[config.mk]
export PLATFORM = sky130hd
export DESIGN_NAME = retire_ctrl
export DESIGN_NICKNAME = d
export VERILOG_FILES = /design/src/rtl/retire_ctrl_pkg.sv /design/src/rtl/retire_scan.sv /design/src/rtl/retire_ctrl.sv
export SDC_FILE = /design/constraint.sdc
export NUM_CORES = 1
export LEC_CHECK = 0
export BUFFER_PORTS_ARGS = -buffer_cell sky130_fd_sc_hd__buf_2
export CAP_MARGIN = 0
export CELL_PAD_IN_SITES_DETAIL_PLACEMENT = 1
export CELL_PAD_IN_SITES_GLOBAL_PLACEMENT = 2
export CORE_MARGIN = 8
export CORE_UTILIZATION = 22
export DETAILED_ROUTE_END_ITERATION = 8
export GPL_TIMING_DRIVEN = 0
export PLACE_DENSITY_LB_ADDON = 0.1
export SETUP_SLACK_MARGIN = 0.05
export SLEW_MARGIN = 10
export SYNTH_ARGS = -nofsm -noshare
export SYNTH_HDL_FRONTEND = slang
export SYNTH_HIERARCHICAL = 1
export SYNTH_SLANG_ARGS = --single-unit
[constraint.sdc]
create_clock -name clock -period 10.5 [get_ports clock]
set_input_delay 2.1 -clock clock [delete_from_list [all_inputs] [get_ports clock]]
set_output_delay 2.1 -clock clock [all_outputs]
set_load 0.05 [all_outputs]
[src/rtl/retire_ctrl_pkg.sv]
// Shared retirement types: ROB exit packet, retire FSM state type and default widths.
`default_nettype none

package retire_ctrl_pkg;

   localparam int RC_N               = 3;
   localparam int RC_PHYS_REG_IDX_SZ = 6;
   localparam int RC_ARCH_REG_BITS   = 5;

   typedef logic [1:0] retire_state_t;

   localparam retire_state_t RS_RUN    = 2'd0;
   localparam retire_state_t RS_FLUSH  = 2'd1;
   localparam retire_state_t RS_HALTED = 2'd2;

   typedef struct packed {
      logic                          complete;
      logic                          mispredict;
      logic                          halt;
      logic                          has_dest;
      logic [RC_ARCH_REG_BITS-1:0]   arch_dest;
      logic [RC_PHYS_REG_IDX_SZ-1:0] t;
      logic [RC_PHYS_REG_IDX_SZ-1:0] t_old;
   } ROB_EXIT_PACKET;

   // An entry that redirects or stops the machine closes the retire group.
   function automatic logic ends_group(input ROB_EXIT_PACKET p);
      return p.mispredict | p.halt;
   endfunction

endpackage

`default_nettype wire

[src/rtl/retire_scan.sv]
// Combinational in-order prefix scan: which head lanes retire this cycle, and how many.
`default_nettype none

module retire_scan #(
   parameter int N               = 3,
   parameter int NUM_SCALAR_BITS = $clog2(N+1)
) (
   input  logic                       enable,
   input  logic [N-1:0]               complete,
   input  logic [N-1:0]               stop,
   input  logic [NUM_SCALAR_BITS-1:0] outputs_valid,
   output logic [N-1:0]               retire_mask,
   output logic [NUM_SCALAR_BITS-1:0] count
);

   logic alive;

   always_comb begin
      retire_mask = '0;
      count       = '0;
      alive       = enable;
      for (int i = 0; i < N; i++) begin
         if (alive && (NUM_SCALAR_BITS'(i) < outputs_valid) && complete[i]) begin
            retire_mask[i] = 1'b1;
            count          = count + NUM_SCALAR_BITS'(1);
            // A retiring mispredict/halt still retires, but nothing younger follows it.
            alive          = !stop[i];
         end else begin
            alive = 1'b0;
         end
      end
   end

endmodule

`default_nettype wire

[src/rtl/retire_ctrl.sv]
// In-order retirement controller: retire count, free-list/arch-map commit, flush and halt sequencing.
`default_nettype none

module retire_ctrl
   import retire_ctrl_pkg::*;
#(
   parameter int N               = RC_N,
   parameter int NUM_SCALAR_BITS = $clog2(N+1),
   parameter int PHYS_REG_BITS   = RC_PHYS_REG_IDX_SZ,
   parameter int ARCH_REG_BITS   = RC_ARCH_REG_BITS
) (
   input  logic                       clock,
   input  logic                       reset,
   input  ROB_EXIT_PACKET             rob_outputs [N],
   input  logic [NUM_SCALAR_BITS-1:0] outputs_valid,
   input  logic                       ext_stall,
   output logic [NUM_SCALAR_BITS-1:0] num_retiring,
   output logic [N-1:0]               free_valid,
   output logic [PHYS_REG_BITS-1:0]   free_tag [N],
   output logic [N-1:0]               amt_wr_en,
   output logic [ARCH_REG_BITS-1:0]   amt_wr_idx [N],
   output logic [PHYS_REG_BITS-1:0]   amt_wr_tag [N],
   output logic                       flush,
   output logic                       halted,
   output logic [31:0]                retired_count
);

   retire_state_t state;
   retire_state_t state_next;

   logic [N-1:0] complete_vec;
   logic [N-1:0] stop_vec;
   logic [N-1:0] halt_vec;
   logic [N-1:0] misp_vec;
   logic [N-1:0] has_dest_vec;
   logic [N-1:0] retire_mask;
   logic         scan_enable;

   always_comb begin
      complete_vec = '0;
      stop_vec     = '0;
      halt_vec     = '0;
      misp_vec     = '0;
      has_dest_vec = '0;
      for (int i = 0; i < N; i++) begin
         complete_vec[i] = rob_outputs[i].complete;
         stop_vec[i]     = ends_group(rob_outputs[i]);
         halt_vec[i]     = rob_outputs[i].halt;
         misp_vec[i]     = rob_outputs[i].mispredict;
         has_dest_vec[i] = rob_outputs[i].has_dest;
      end
   end

   // Reset gating here keeps every combinational commit output quiet during reset.
   assign scan_enable = (state == RS_RUN) && !ext_stall && !reset;

   retire_scan #(
      .N               (N),
      .NUM_SCALAR_BITS (NUM_SCALAR_BITS)
   ) u_scan (
      .enable        (scan_enable),
      .complete      (complete_vec),
      .stop          (stop_vec),
      .outputs_valid (outputs_valid),
      .retire_mask   (retire_mask),
      .count         (num_retiring)
   );

   assign free_valid = retire_mask & has_dest_vec;
   assign amt_wr_en  = retire_mask & has_dest_vec;

   always_comb begin
      for (int i = 0; i < N; i++) begin
         free_tag[i]   = PHYS_REG_BITS'(rob_outputs[i].t_old);
         amt_wr_idx[i] = ARCH_REG_BITS'(rob_outputs[i].arch_dest);
         amt_wr_tag[i] = PHYS_REG_BITS'(rob_outputs[i].t);
      end
   end

   // The scan stops at the first mispredict/halt, so at most one such lane can be in the mask.
   always_comb begin
      state_next = state;
      case (state)
         RS_RUN: begin
            if (|(retire_mask & halt_vec))
               state_next = RS_HALTED;
            else if (|(retire_mask & misp_vec))
               state_next = RS_FLUSH;
         end
         RS_FLUSH:  state_next = RS_RUN;
         RS_HALTED: state_next = RS_HALTED;
         default:   state_next = RS_RUN;
      endcase
   end

   always_ff @(posedge clock) begin
      if (reset) begin
         state         <= RS_RUN;
         flush         <= 1'b0;
         halted        <= 1'b0;
         retired_count <= '0;
      end else begin
         state         <= state_next;
         flush         <= (state_next == RS_FLUSH);
         halted        <= (state_next == RS_HALTED);
         retired_count <= retired_count + 32'(num_retiring);
      end
   end

endmodule

`default_nettype wire

==> results of run 1 <==
==> flip-flops by register name, indices dropped and copies added, names as in the netlist <==
| signal | count |
|---|---|
| retired_count | 32 |
| state | 2 |
| flush | 1 |
| halted | 1 |
==> layer usage <==
metal	part of all wire	wire length, µm
met5	0	0
met4	0.0049	36
met3	0.12	925
met2	0.47	3470
met1	0.40	2990
==> per-stage QoR <==
step	hold WS, ns	worst slack [ns]	utilization	cell area, µm²	power (W)
finish	0.497	4.43	0.307	2980	0.000310
global route	0.518	4.20	0.307	2980	0.000324
CTS	0.503	4.41	0.307	2980	0.000317
detailed placement	0.480	4.22	0.298	2900	0.000216
global placement	0.469	4.24	0.298	2900	0.000216
floorplan	0.469	4.35	-	2200	0.000201
==> worst min-delay path by stage <==
| stage | end | startpoint | depth (start not counted) |
|---|---|---|---|
| global route | retired_count[31] | retired_count[31] | 2 |
| detailed placement | retired_count[31] | retired_count[31] | 2 |
| floorplan | flush | state[0] | 1 |
| CTS | retired_count[31] | retired_count[31] | 2 |
| finish | retired_count[31] | retired_count[31] | 2 |
| global placement | retired_count[31] | retired_count[31] | 2 |
==> layout by cell type, fill, tap and decap left out, types with 10 or more instances in the layout <==
| cell | n |
|---|---|
| a21oi_1 | 22 |
| buf_2 | 109 |
| buf_4 | 54 |
| dfxtp_1 | 36 |
| inv_1 | 10 |
| nand2_1 | 12 |
| nand4_1 | 11 |
| nor2_1 | 11 |
| o21ai_0 | 10 |
| o31ai_1 | 10 |
| or3_1 | 10 |
| or4_1 | 14 |
==> area by class of cell <==
| cell class | count | share of cell area |
|---|---|---|
| inverter | 10 | 0.0126 |
| buffer | 63 | 0.148 |
| clock inverter | 2 | 0.00419 |
| sequential | 36 | 0.242 |
| tap | 133 | 0.0558 |
| multi-input combinational | 155 | 0.334 |
| timing repair buffer | 108 | 0.181 |
| clock buffer | 5 | 0.0231 |
==> power by group through the flow <==
stage                     clock network (W)  registers, W  logic [W]
after floorplan                           0      0.000142  0.0000587
after CTS                          0.000104      0.000137  0.0000759
after detailed placement                  0      0.000141  0.0000758
after global routing               0.000108      0.000137  0.0000786
after global placement                    0      0.000141  0.0000753
final                             0.0000983      0.000137  0.0000748
==> critical path: stages <==
cell	delay [ns]
buf_2	0.11
or2_2	0.29
or4bb_2	0.62
nor3_1	0.30
and2_1	0.20
buf_4	0.10
buf_2	0.24
==> results.py, run 1 <==
metrics = {
    "final_layout": {
        "ff_latch_area_um2": 721,
        "finalNetCount": 452,
        "fin_cells": 512,
        "diodes": 0,
        "syn_to_final_growth_pct": 35.9,
        "multi_input_area_um2": 997,
        "num-fill-cells": 1230,
        "drive_gt1_frac": 0.467,
    },
    "timing": {
        "slew_headroom": 0.642,
        "max_slew.worst_pin.slew_ns": 0.538,
        "hold_viol": 0,
        "setup-tns-final_ns": 0,
        "min_period_ns": 6.07,
        "slew_violations": 0,
        "finalCritPeriodShare": 0.578,
        "rsz0062_at_grt": "no",
        "max_freq_ghz": 0.165,
        "setup_viol": 0,
        "clock_skew_ns": 0.0110,
    },
    "power": {
        "internal_power_w": 0.000205,
        "swShare": 0.338,
        "ir_drop_v": 0.0000399,
        "seq_power_share": 0.443,
        "power_frac_comb": 0.241,
        "p_per_area_nw_per_um2": 104,
        "power_frac_clock": 0.317,
        "leakage_nw": 1.36,
        "power.switching_w": 0.000105,
    },
    "detailed_routing": {
        "via_count": 2277,
        "routedWlPerCell_um": 14.5,
        "antenna_left": 0,
        "drtIter0Drc": 54,
        "wirelength_um": 7420,
        "drt-pass1-iter-count": 4,
        "drc_errors": 0,
        "viasPerCell": 4.45,
    },
    "cts": {
        "path_clk_slew_ns": 0.07,
        "ctsRootBufferMaster": "clkbuf_8",
        "cts_hold_buf": 0,
        "clk_latency_ns": 0.29,
        "numCtsBuffers": 5,
        "cts_num_sinks": 36,
        "cts_tree": "done",
        "cts_resized": 0,
        "cts_buffer_depth": 2,
        "postCtsSetupRepairBufs": 0,
        "htreeDepth": 2,
    },
    "place": {
        "gp_congestion": 0.686,
        "dp.cells": 505,
        "port_buffers": 108,
        "hpwl_um": 6140,
    },
    "synth": {
        "synth.net_count": 337,
        "synth_area_um2": 2200,
        "synth_warnings": 6,
        "syn_inst": 264,
        "syn_avg_cell_area_um2": 8.32,
    },
    "global_routing": {
        "antenna_found_initial": 0,
        "grt_usage": 0.104,
        "top_usage_layer": "met2",
        "grt_start_max_net_pins": 12,
        "met1_usage": 0.117,
        "use_met2": 0.176,
        "grt-ovfl-total": 0,
        "met3_usage": 0.0490,
        "grt_pass1_vias": 2296,
        "grt_pass1_wl_um": 11300,
    },
    "floorplan": {
        "die_h_um": 116,
        "io_pins": 161,
        "die_area_um2": 13400,
        "start_util": 0.226,
        "fp.coreArea_um2": 9730,
        "die_w_um": 116,
        "num_rows": 36,
    },
    "worst_setup_path": {
        "crit_path_end_kind": "primary output",
        "start_kind": "input pin",
        "r2r_end": "retired_count[30]",
        "worst_ep_required_time_ns": 8.40,
        "endpoint": "free_valid[2]",
        "crit_start": "rob_outputs[60]",
        "rrSetupSlack_ns": 6.28,
        "r2r_cells": 13,
        "arrival_ns": 3.97,
        "crit_type": "in2out",
        "r2r-start": "state[0]",
        "critPathMaxFanout": 3,
    },
    "run_status": {
        "status": "finished, final reports clean",
    },
    "job": {
        "drv_cap": 0,
    },
    "min_path": {
        "hp-class": "reg2reg",
    },
}
Power figures use the tool's default switching activity.
==> run 2: changes to the inputs <==
--- a/config.mk
+++ b/config.mk
@@ -5,12 +5,13 @@
 export SDC_FILE = /design/constraint.sdc
 export NUM_CORES = 1
 export LEC_CHECK = 0
+export ABC_AREA = 1
 export BUFFER_PORTS_ARGS = -buffer_cell sky130_fd_sc_hd__buf_2
 export CAP_MARGIN = 0
 export CELL_PAD_IN_SITES_DETAIL_PLACEMENT = 1
 export CELL_PAD_IN_SITES_GLOBAL_PLACEMENT = 2
 export CORE_MARGIN = 8
-export CORE_UTILIZATION = 22
+export CORE_UTILIZATION = 20
 export DETAILED_ROUTE_END_ITERATION = 8
 export GPL_TIMING_DRIVEN = 0
 export PLACE_DENSITY_LB_ADDON = 0.1
==> constraint.sdc (replaced) <==
create_clock -name clock -period 5.8 [get_ports clock]
set_input_delay 1.16 -clock clock [delete_from_list [all_inputs] [get_ports clock]]
set_output_delay 1.16 -clock clock [all_outputs]
set_load 0.05 [all_outputs]
==> run 2 against run 1 <==
  * First-iteration DRC count is 11% higher
  * Critical path depth grew 5
  * Cell count increased by 31%
  * Non-clock buffer count is 5 lower
  * Largest cell class unchanged
  * Clock-buffer cell count rose by 1
==> results.py, run 2 <==
metrics = {
    "run_status": {
        "status": "finished, final reports clean",
    },
    "cts": {
        "path_clk_slew_ns": 0.06,
        "cts_num_sinks": 36,
        "htreeDepth": 2,
        "cts_tree": "done",
        "clk_latency_ns": 0.28,
        "ctsRootBufferMaster": "clkbuf_16",
        "cts_hold_buf": 0,
        "cts_resized": 0,
        "cts_buffer_depth": 2,
        "numCtsBuffers": 5,
        "postCtsSetupRepairBufs": 0,
    },
    "final_layout": {
        "drive_gt1_frac": 0.391,
        "diodes": 0,
        "largest_registers": "retired_count: 32 flops, state: 2 flops",
        "final_cell_mix": "buf_2 (109), nand2_1 (103), nor2_1 (54), buf_4 (54), inv_1 (46)",
        "syn_to_final_growth_pct": 36.1,
        "finalNetCount": 573,
        "final_area_um2": 3430,
        "fin_cells": 673,
        "layout_commonest_cell": "buf_2",
        "largest_reg_flops": 32,
        "largest-register": "retired_count",
    },
    "timing": {
        "setup_viol": 0,
        "slew_headroom": 0.572,
        "setup-tns-final_ns": 0,
        "finalCritPeriodShare": 0.689,
        "clock_skew_ns": 0.00515,
        "min_period_ns": 4.00,
        "hold_viol": 0,
        "max_slew.worst_pin.slew_ns": 0.642,
        "rsz0062_at_grt": "no",
        "hold_slack_ns": 0.490,
        "max_freq_ghz": 0.250,
        "slew_violations": 0,
    },
    "worst_setup_path": {
        "worst_ep_required_time_ns": 4.64,
        "cp_slowest_cell": "ha_1",
        "crit_family": "simple AND/OR/NAND/NOR gates",
        "r2r-start": "state[0]",
        "rrSetupSlack_ns": 2.52,
        "arrival_ns": 2.84,
        "r2r_end": "retired_count[24]",
        "critPathMaxFanout": 5,
        "critPathBufInv": 3,
        "crit_path_cell_trace": "buf_2, nor2_1, nand2_1, nor2_1, nand2_1, nor2_2, nand2_1, ha_1, inv_1, nand3_1, nand2_1, buf_2",
        "crit_path_end_kind": "primary output",
        "start_kind": "input pin",
        "crit_type": "in2out",
        "crit_top_cell": "nand2_1",
        "cp_slowest_stage_delay_ns": 0.30,
        "r2r_cells": 19,
    },
    "global_routing": {
        "grt_pass1_vias": 2870,
        "grt_usage": 0.110,
        "grt_pass1_wl_um": 14500,
        "grt-ovfl-total": 0,
        "grt_start_max_net_pins": 12,
        "antenna_found_initial": 0,
    },
    "synth": {
        "synth_warnings": 6,
        "synth.net_count": 457,
        "synth_area_um2": 2520,
        "syn_inst": 384,
        "syn_avg_cell_area_um2": 6.56,
    },
    "detailed_routing": {
        "via_count": 2669,
        "viasPerCell": 3.97,
        "antenna_left": 0,
        "drt-pass1-iter-count": 4,
        "wl_met1_um": 3850,
        "drtIter0Drc": 60,
        "highest_layer": "met4",
        "wl_met3_um": 650,
        "dr_wl_met2_um": 4500,
        "wirelength_um": 9040,
        "routedWlPerCell_um": 13.4,
        "drc_errors": 0,
    },
    "power": {
        "ir_drop_v": 0.000113,
        "leakage_nw": 1.57,
        "p_total_w": 0.000666,
        "p_per_area_nw_per_um2": 194,
    },
    "place": {
        "gp_congestion": 0.747,
        "port_buffers": 109,
        "dpl_cell_area_um2": 3280,
        "dp.cells": 665,
        "hpwl_um": 7800,
    },
    "floorplan": {
        "die_h_um": 128,
        "num_rows": 41,
        "die_w_um": 128,
        "io_pins": 161,
        "start_util": 0.202,
        "fp.coreArea_um2": 12500,
        "die_area_um2": 16400,
    },
    "min_path": {
        "hold_depth": 2,
        "hp-start": "retired_count[31]",
        "hp-class": "reg2reg",
        "worstHoldEndpoint": "retired_count[31]",
    },
    "job": {
        "drv_cap": 0,
    },
}
run 2: final cells by class:
class | instances | area (µm²)
timing repair buffer | 109 | 546
clock inverter | 2 | 10.0
tap | 172 | 215
sequential | 36 | 721
buffer | 57 | 417
inverter | 46 | 173
multi-input combinational | 245 | 1210
fill | 1584 | 9040
clock buffer | 6 | 139
run 2: worst max path at each step:
stage | start | endpoint | cells after the start
2_1_floorplan | reset | retired_count[18] | 19
3_3_place_gp | reset | retired_count[24] | 20
3_5_place_dp | reset | retired_count[24] | 20
4_1_cts | reset | num_retiring[0] | 12
5_1_grt | reset | retired_count[24] | 19
6_report | reset | num_retiring[0] | 12
run 2: per-stage QoR:
step	utilization	setup slack (ns)
after CTS	0.275	1.75
after global placement	0.263	1.53
after floorplan	-	1.72
after detailed placement	0.263	1.48
final	0.275	1.80
after global routing	0.275	1.43
run 2: report_power, final:
| group | switching [W] | leakage [nW] | internal (W) |
|---|---|---|---|
| combinational | 0.0000961 | 1.20 | 0.0000426 |
| clock | 0.000109 | 0.0766 | 0.000170 |
| sequential | 0.000000381 | 0.290 | 0.000248 |
run 2: per-layer routing:
layer,vias to the layer above,global-route usage
met1,1222,0.129
met4,0,0.0252
li1,1357,-
met3,2,0.0320
met5,-,0
met2,88,0.192
run 2: worst reg2reg max path: cells and delay by family, from the launching register on:
| family | cells | cell delay [ns] |
|---|---|---|
| flops | 1 | 0.29 |
| compound gates | 1 | 0.06 |
| buf+inv | 3 | 0.26 |
| fa+ha+maj | 3 | 0.97 |
| simple gates | 12 | 1.56 |
